$ cat src/rtl/input_io_ctrl.sv
// Input MMIO controller: synchronizes switches and button, debounces the button, serves CPU input reads.
// Latency: non-blocking read acks 1 cycle after the request; blocking read acks 1 cycle after a new press.
// Backpressure: stall holds the CPU combinationally while rd_req is high and no ack is being presented.
//
// Ports:
//   clk, rst        - single clock, asynchronous active-high reset
//   Switches[7:0]   - raw switch pins (asynchronous)
//   Button          - raw push-button pin (asynchronous, bouncy)
//   rd_req          - CPU load to the input address, held until rd_ack
//   rd_blocking     - 1: wait for a new press, 0: return switches now
//   rd_data         - last captured switches, zero-extended
//   rd_ack          - one-cycle completion pulse
//   stall           - CPU pipeline hold
//   btn_level       - debounced button level
module input_io_ctrl #(
  parameter int DEBOUNCE_CYCLES = 4,
  parameter int DATA_W          = 32
) (
  input  logic              clk,
  input  logic              rst,
  input  logic [7:0]        Switches,
  input  logic              Button,
  input  logic              rd_req,
  input  logic              rd_blocking,
  output logic [DATA_W-1:0] rd_data,
  output logic              rd_ack,
  output logic              stall,
  output logic              btn_level
);

  localparam int CNT_W = $clog2(DEBOUNCE_CYCLES) + 1;
  // The differing sample that arrives while cnt holds this value is the one
  // that completes the stable run, so the level flips on that edge.
  localparam logic [CNT_W-1:0] CNT_LAST = CNT_W'(DEBOUNCE_CYCLES - 1);

  typedef enum logic [1:0] {
    IDLE,
    WAIT_PRESS,
    ACK
  } state_t;

  logic [7:0]       sw_s1, sw_s2;
  logic             btn_s1, btn_s2;
  logic [CNT_W-1:0] cnt;
  logic             press;
  logic [7:0]       cap;
  logic             ack_q;
  logic             cap_en;
  state_t           state, state_nxt;

  // Two-flop synchronizers; nothing downstream looks at the raw pins.
  always_ff @(posedge clk or posedge rst) begin
    if (rst) begin
      sw_s1  <= '0;
      sw_s2  <= '0;
      btn_s1 <= 1'b0;
      btn_s2 <= 1'b0;
    end else begin
      sw_s1  <= Switches;
      sw_s2  <= sw_s1;
      btn_s1 <= Button;
      btn_s2 <= btn_s1;
    end
  end

  // Debouncer: any sample that matches the current level restarts the run,
  // so a glitch shorter than DEBOUNCE_CYCLES never reaches btn_level.
  // press rises together with a 0->1 change of btn_level.
  always_ff @(posedge clk or posedge rst) begin
    if (rst) begin
      cnt       <= '0;
      btn_level <= 1'b0;
      press     <= 1'b0;
    end else begin
      press <= 1'b0;
      if (btn_s2 == btn_level) begin
        cnt <= '0;
      end else if (cnt == CNT_LAST) begin
        btn_level <= ~btn_level;
        press     <= ~btn_level;
        cnt       <= '0;
      end else begin
        cnt <= cnt + CNT_W'(1);
      end
    end
  end

  // Read FSM. A press seen outside WAIT_PRESS is simply dropped: presses
  // are never buffered, so only a press after arming can satisfy a read.
  always_comb begin
    state_nxt = state;
    cap_en    = 1'b0;
    case (state)
      IDLE: begin
        if (rd_req) begin
          if (rd_blocking) begin
            state_nxt = WAIT_PRESS;
          end else begin
            cap_en    = 1'b1;
            state_nxt = ACK;
          end
        end
      end
      WAIT_PRESS: begin
        // Abort takes priority over a coincident press.
        if (!rd_req) begin
          state_nxt = IDLE;
        end else if (press) begin
          cap_en    = 1'b1;
          state_nxt = ACK;
        end
      end
      ACK: begin
        state_nxt = IDLE;
      end
      default: begin
        state_nxt = IDLE;
      end
    endcase
  end

  always_ff @(posedge clk or posedge rst) begin
    if (rst) begin
      state <= IDLE;
      cap   <= '0;
      ack_q <= 1'b0;
    end else begin
      state <= state_nxt;
      ack_q <= (state_nxt == ACK);
      if (cap_en) begin
        cap <= sw_s2;
      end
    end
  end

  assign rd_data = DATA_W'(cap);
  assign rd_ack  = ack_q;
  // Combinational so the CPU holds on the very cycle the request appears.
  assign stall   = rd_req & (state != ACK) & ~rst;

endmodule

$ cat config.mk
export PLATFORM = sky130hd
export DESIGN_NAME = input_io_ctrl
export DESIGN_NICKNAME = d
export VERILOG_FILES = /design/src/rtl/input_io_ctrl.sv
export SDC_FILE = /design/constraint.sdc
export NUM_CORES = 1
export LEC_CHECK = 0
export ABC_AREA = 1
export BUFFER_PORTS_ARGS = -buffer_cell sky130_fd_sc_hd__clkbuf_2
export CORE_MARGIN = 2
export CORE_UTILIZATION = 43
export DETAILED_ROUTE_END_ITERATION = 8
export PLACE_DENSITY = 0.71
export SLEW_MARGIN = 20
export SYNTH_ARGS = -nofsm -noshare
export SYNTH_HDL_FRONTEND = slang
export SYNTH_SLANG_ARGS = --single-unit
$ cat constraint.sdc
create_clock -name clk -period 1.3 [get_ports clk]
set_input_delay 0.065 -clock clk [delete_from_list [all_inputs] [get_ports clk]]
set_output_delay 0.065 -clock clk [all_outputs]
set_load 0.05 [all_outputs]
==> qor.txt <==
total die area - 3490 um2
f_max - 0.786 GHz
Synth Area in XOR/XNOR - 0.00672
routed len/inst - 9.96 um
CTS tree - yes
unique cell type count in the Yosys netlist - 17
Via Count - 773
initial antenna violation count - 0
unrepaired setup endpoints after global routing - yes
post-synthesis register bit count - 34
Worst setup SP type - flip-flop
worst setup margin - 0.0275 ns
drt drc - 0
global-route usage over all layers - 0.128
final setup violating endpoints - 0
DR vias/cell - 4.16
adder-cell share of the synthesized area - 0.00961
Leak Pwr - 0.843 nW
Critical Path RT - 1.24 ns
port bufs - 23
Ys Warns - 0
I/O pin count - 48
TritonCTS buffer count - 5
Placed Cells - 166
antenna-violating nets left - 0
# nets final - 168
Sink Count - 34
Worst-path clk slew - 0.10 ns
vias in the first global route - 733
post-synthesis mux area share - 0
ANT cells - 0
filler instances - 246
total core area - 2810 um2
total grt overflow - 0
root buffer cell - clkbuf_4
met2 usage - 0.208
first-pass GRT wire length - 3.12 mm
non-filler cells, final - 186
RD Place Congestion - 0.689
Syn Inst Count - 112
power per standard cell area - 1690 nW/um2
Final Hold Fails - 0
type of destination of the critical path - output pin
fin util - 0.556
Die Ht - 59.0 um
WS Path Type - flip-flop to output pin
share of the clock period used by the worst path - 0.979
VDD IR-drop max - 849 uV
Syn Std Cell Area - 1300 um2
max-slew violation count - 0
clk buf depth - 2
initial DRC count - 10
starting density of the core - 0.464
largest family of logic cells by synthesized area - buffers and inverters
WP data arrival - 1.21 ns
met1 GRT Util - 0.139
sequential area share after synthesis - 0.653
GR Util met3 - 0.0590
outcome - complete, no violations
Synth Area in Compound Gates - 0.0163
dpl ws - 0.226 ns
layout cell share with drive strength beyond 1 - 0.258
crit path time final - 1.27 ns
H-tree levels - 2
Core Rows - 19
largest net degree at the start of global routing - 35
Die Wd - 59.0 um
area grow syn2layout - 19.7%
hold_ws - 0.110 ns
Initial DRT Pass Iterations - 3
worst-skew pair later-pin latency - 0.33 ns
Avg Cell Area, Syn - 11.6 um2
Hold WC Path Type - input port to flip-flop
Top Usage Layer GRT - met2
Synth Area in Simple Gates - 0.144
max-cap violations - 0
Layout Skew - 0.00754 ns
crit path max fanout - 2
Total Wirelength - 1.85 mm
DP HPWL - 1.32 mm
Tot Pwr - 2.63 mW
-- path summary, 6_finish.rpt --
check / from / to / slack, ns / cells past startpoint
max in group asynchronous: rst / state[1] / 0.62 / 4
hold / removal: rd_req / state[0] / 0.11 / 3
hold reg to reg: sw_s1[0] / sw_s2[0] / 0.36 / 0
min in group asynchronous: rst / sw_s2[2] / 0.37 / 4
setup / recovery: state[1] / stall / 0.03 / 2
setup reg to reg: state[0] / cap[1] / 0.15 / 4
-- flip-flops by register name, summed over array words and instances (netlist names) --
register	cells
rd_ack	1
btn_level	1
cnt	3
state	2
sw_s1	8
btn_s2	1
btn_s1	1
cap	8
press	1
sw_s2	8
-- critical path: stages (launching register included) --
cell and delay (ns):
dfrtp_2 0.42, a211oi_2 0.24, clkbuf_8 0.22
-- Yosys cell counts --
master,count,area [um2]
dfrtp_1,34,851
buf_4,24,180
nand2_1,22,82.6
inv_1,9,33.8
nand3_1,8,40.0
nor2_1,3,11.3
nor3_1,2,10.0
a211oi_1,1,7.51
conb_1,1,3.75
ha_1,1,12.5
inv_2,1,3.75
nand3_4,1,17.5
nor2_8,1,20.0
o21ai_1,1,5.00
o21ai_2,1,8.76
or2_1,1,6.26
xnor2_1,1,8.76
-- area by class of cell --
| type | count | area, um2 | area share |
|---|---|---|---|
| Clock inverter | 3 | 21.3 | 0.0136 |
| Clock buffer | 5 | 37.5 | 0.0241 |
| Inverter | 10 | 37.5 | 0.0241 |
| Tap cell | 31 | 38.8 | 0.0249 |
| Sequential cell | 34 | 852 | 0.547 |
| Timing Repair Buffer | 36 | 246 | 0.158 |
| Multi-Input combinational cell | 67 | 325 | 0.209 |
-- per-stage QoR --
stage	instance area, um2	setup TNS, ns
2_1_floorplan	1390	0
3_3_place_gp	1380	0
3_5_place_dp	1380	0
4_1_cts	1560	0
5_1_grt	1560	-0.0362
6_report	1560	0
-- cells in the final DEF, fill, tap and decap left out, types with 2 or more instances in the layout --
cell | synthesis | routed
nand2_1 | 22 | 22
clkbuf_4 | 0 | 5
nor3_1 | 2 | 2
buf_4 | 24 | 3
dfrtp_1 | 34 | 33
nand3_1 | 8 | 8
conb_1 | 1 | 24
inv_1 | 9 | 9
dlygate4sd3_1 | 0 | 10
nor2_1 | 3 | 3
clkbuf_2 | 0 | 22
-- kinds of logic (layout without fill, tap and decap cells) --
| group | count (synthesis) | count (layout) |
|---|---|---|
| AND/OR/NAND/NOR | 38 | 38 |
| other | 1 | 24 |
| buffers and inverters | 34 | 54 |
| flip-flops | 34 | 34 |
| XOR/XNOR | 1 | 1 |
| AO/OA/AOI/OAI | 3 | 3 |
| adder cells (fa/ha/maj) | 1 | 1 |
-- timing repair --
item / in CTS / in global routing
setup buffers: 2 / 0
resized for setup: 3 / 0
endpoints found under the setup margin: 1 / 1
hold endpoints to repair: 43 / 0
hold buffers: 10 / 0
-- per-layer routing --
| metal | routed length [um] | up-vias |
|---|---|---|
| li1 | - | 382 |
| met1 | 747 | 342 |
| met2 | 930 | 45 |
| met3 | 138 | 4 |
| met4 | 36 | 0 |
| met5 | 0 | - |
-- power breakdown --
group	internal, mW	total [mW]	switching [mW]
logic	0.179	0.796	0.616
clock network	0.210	0.563	0.353
registers	1.19	1.27	0.0783
total	1.58	2.63	1.05
Power figures use the tool's default switching activity.
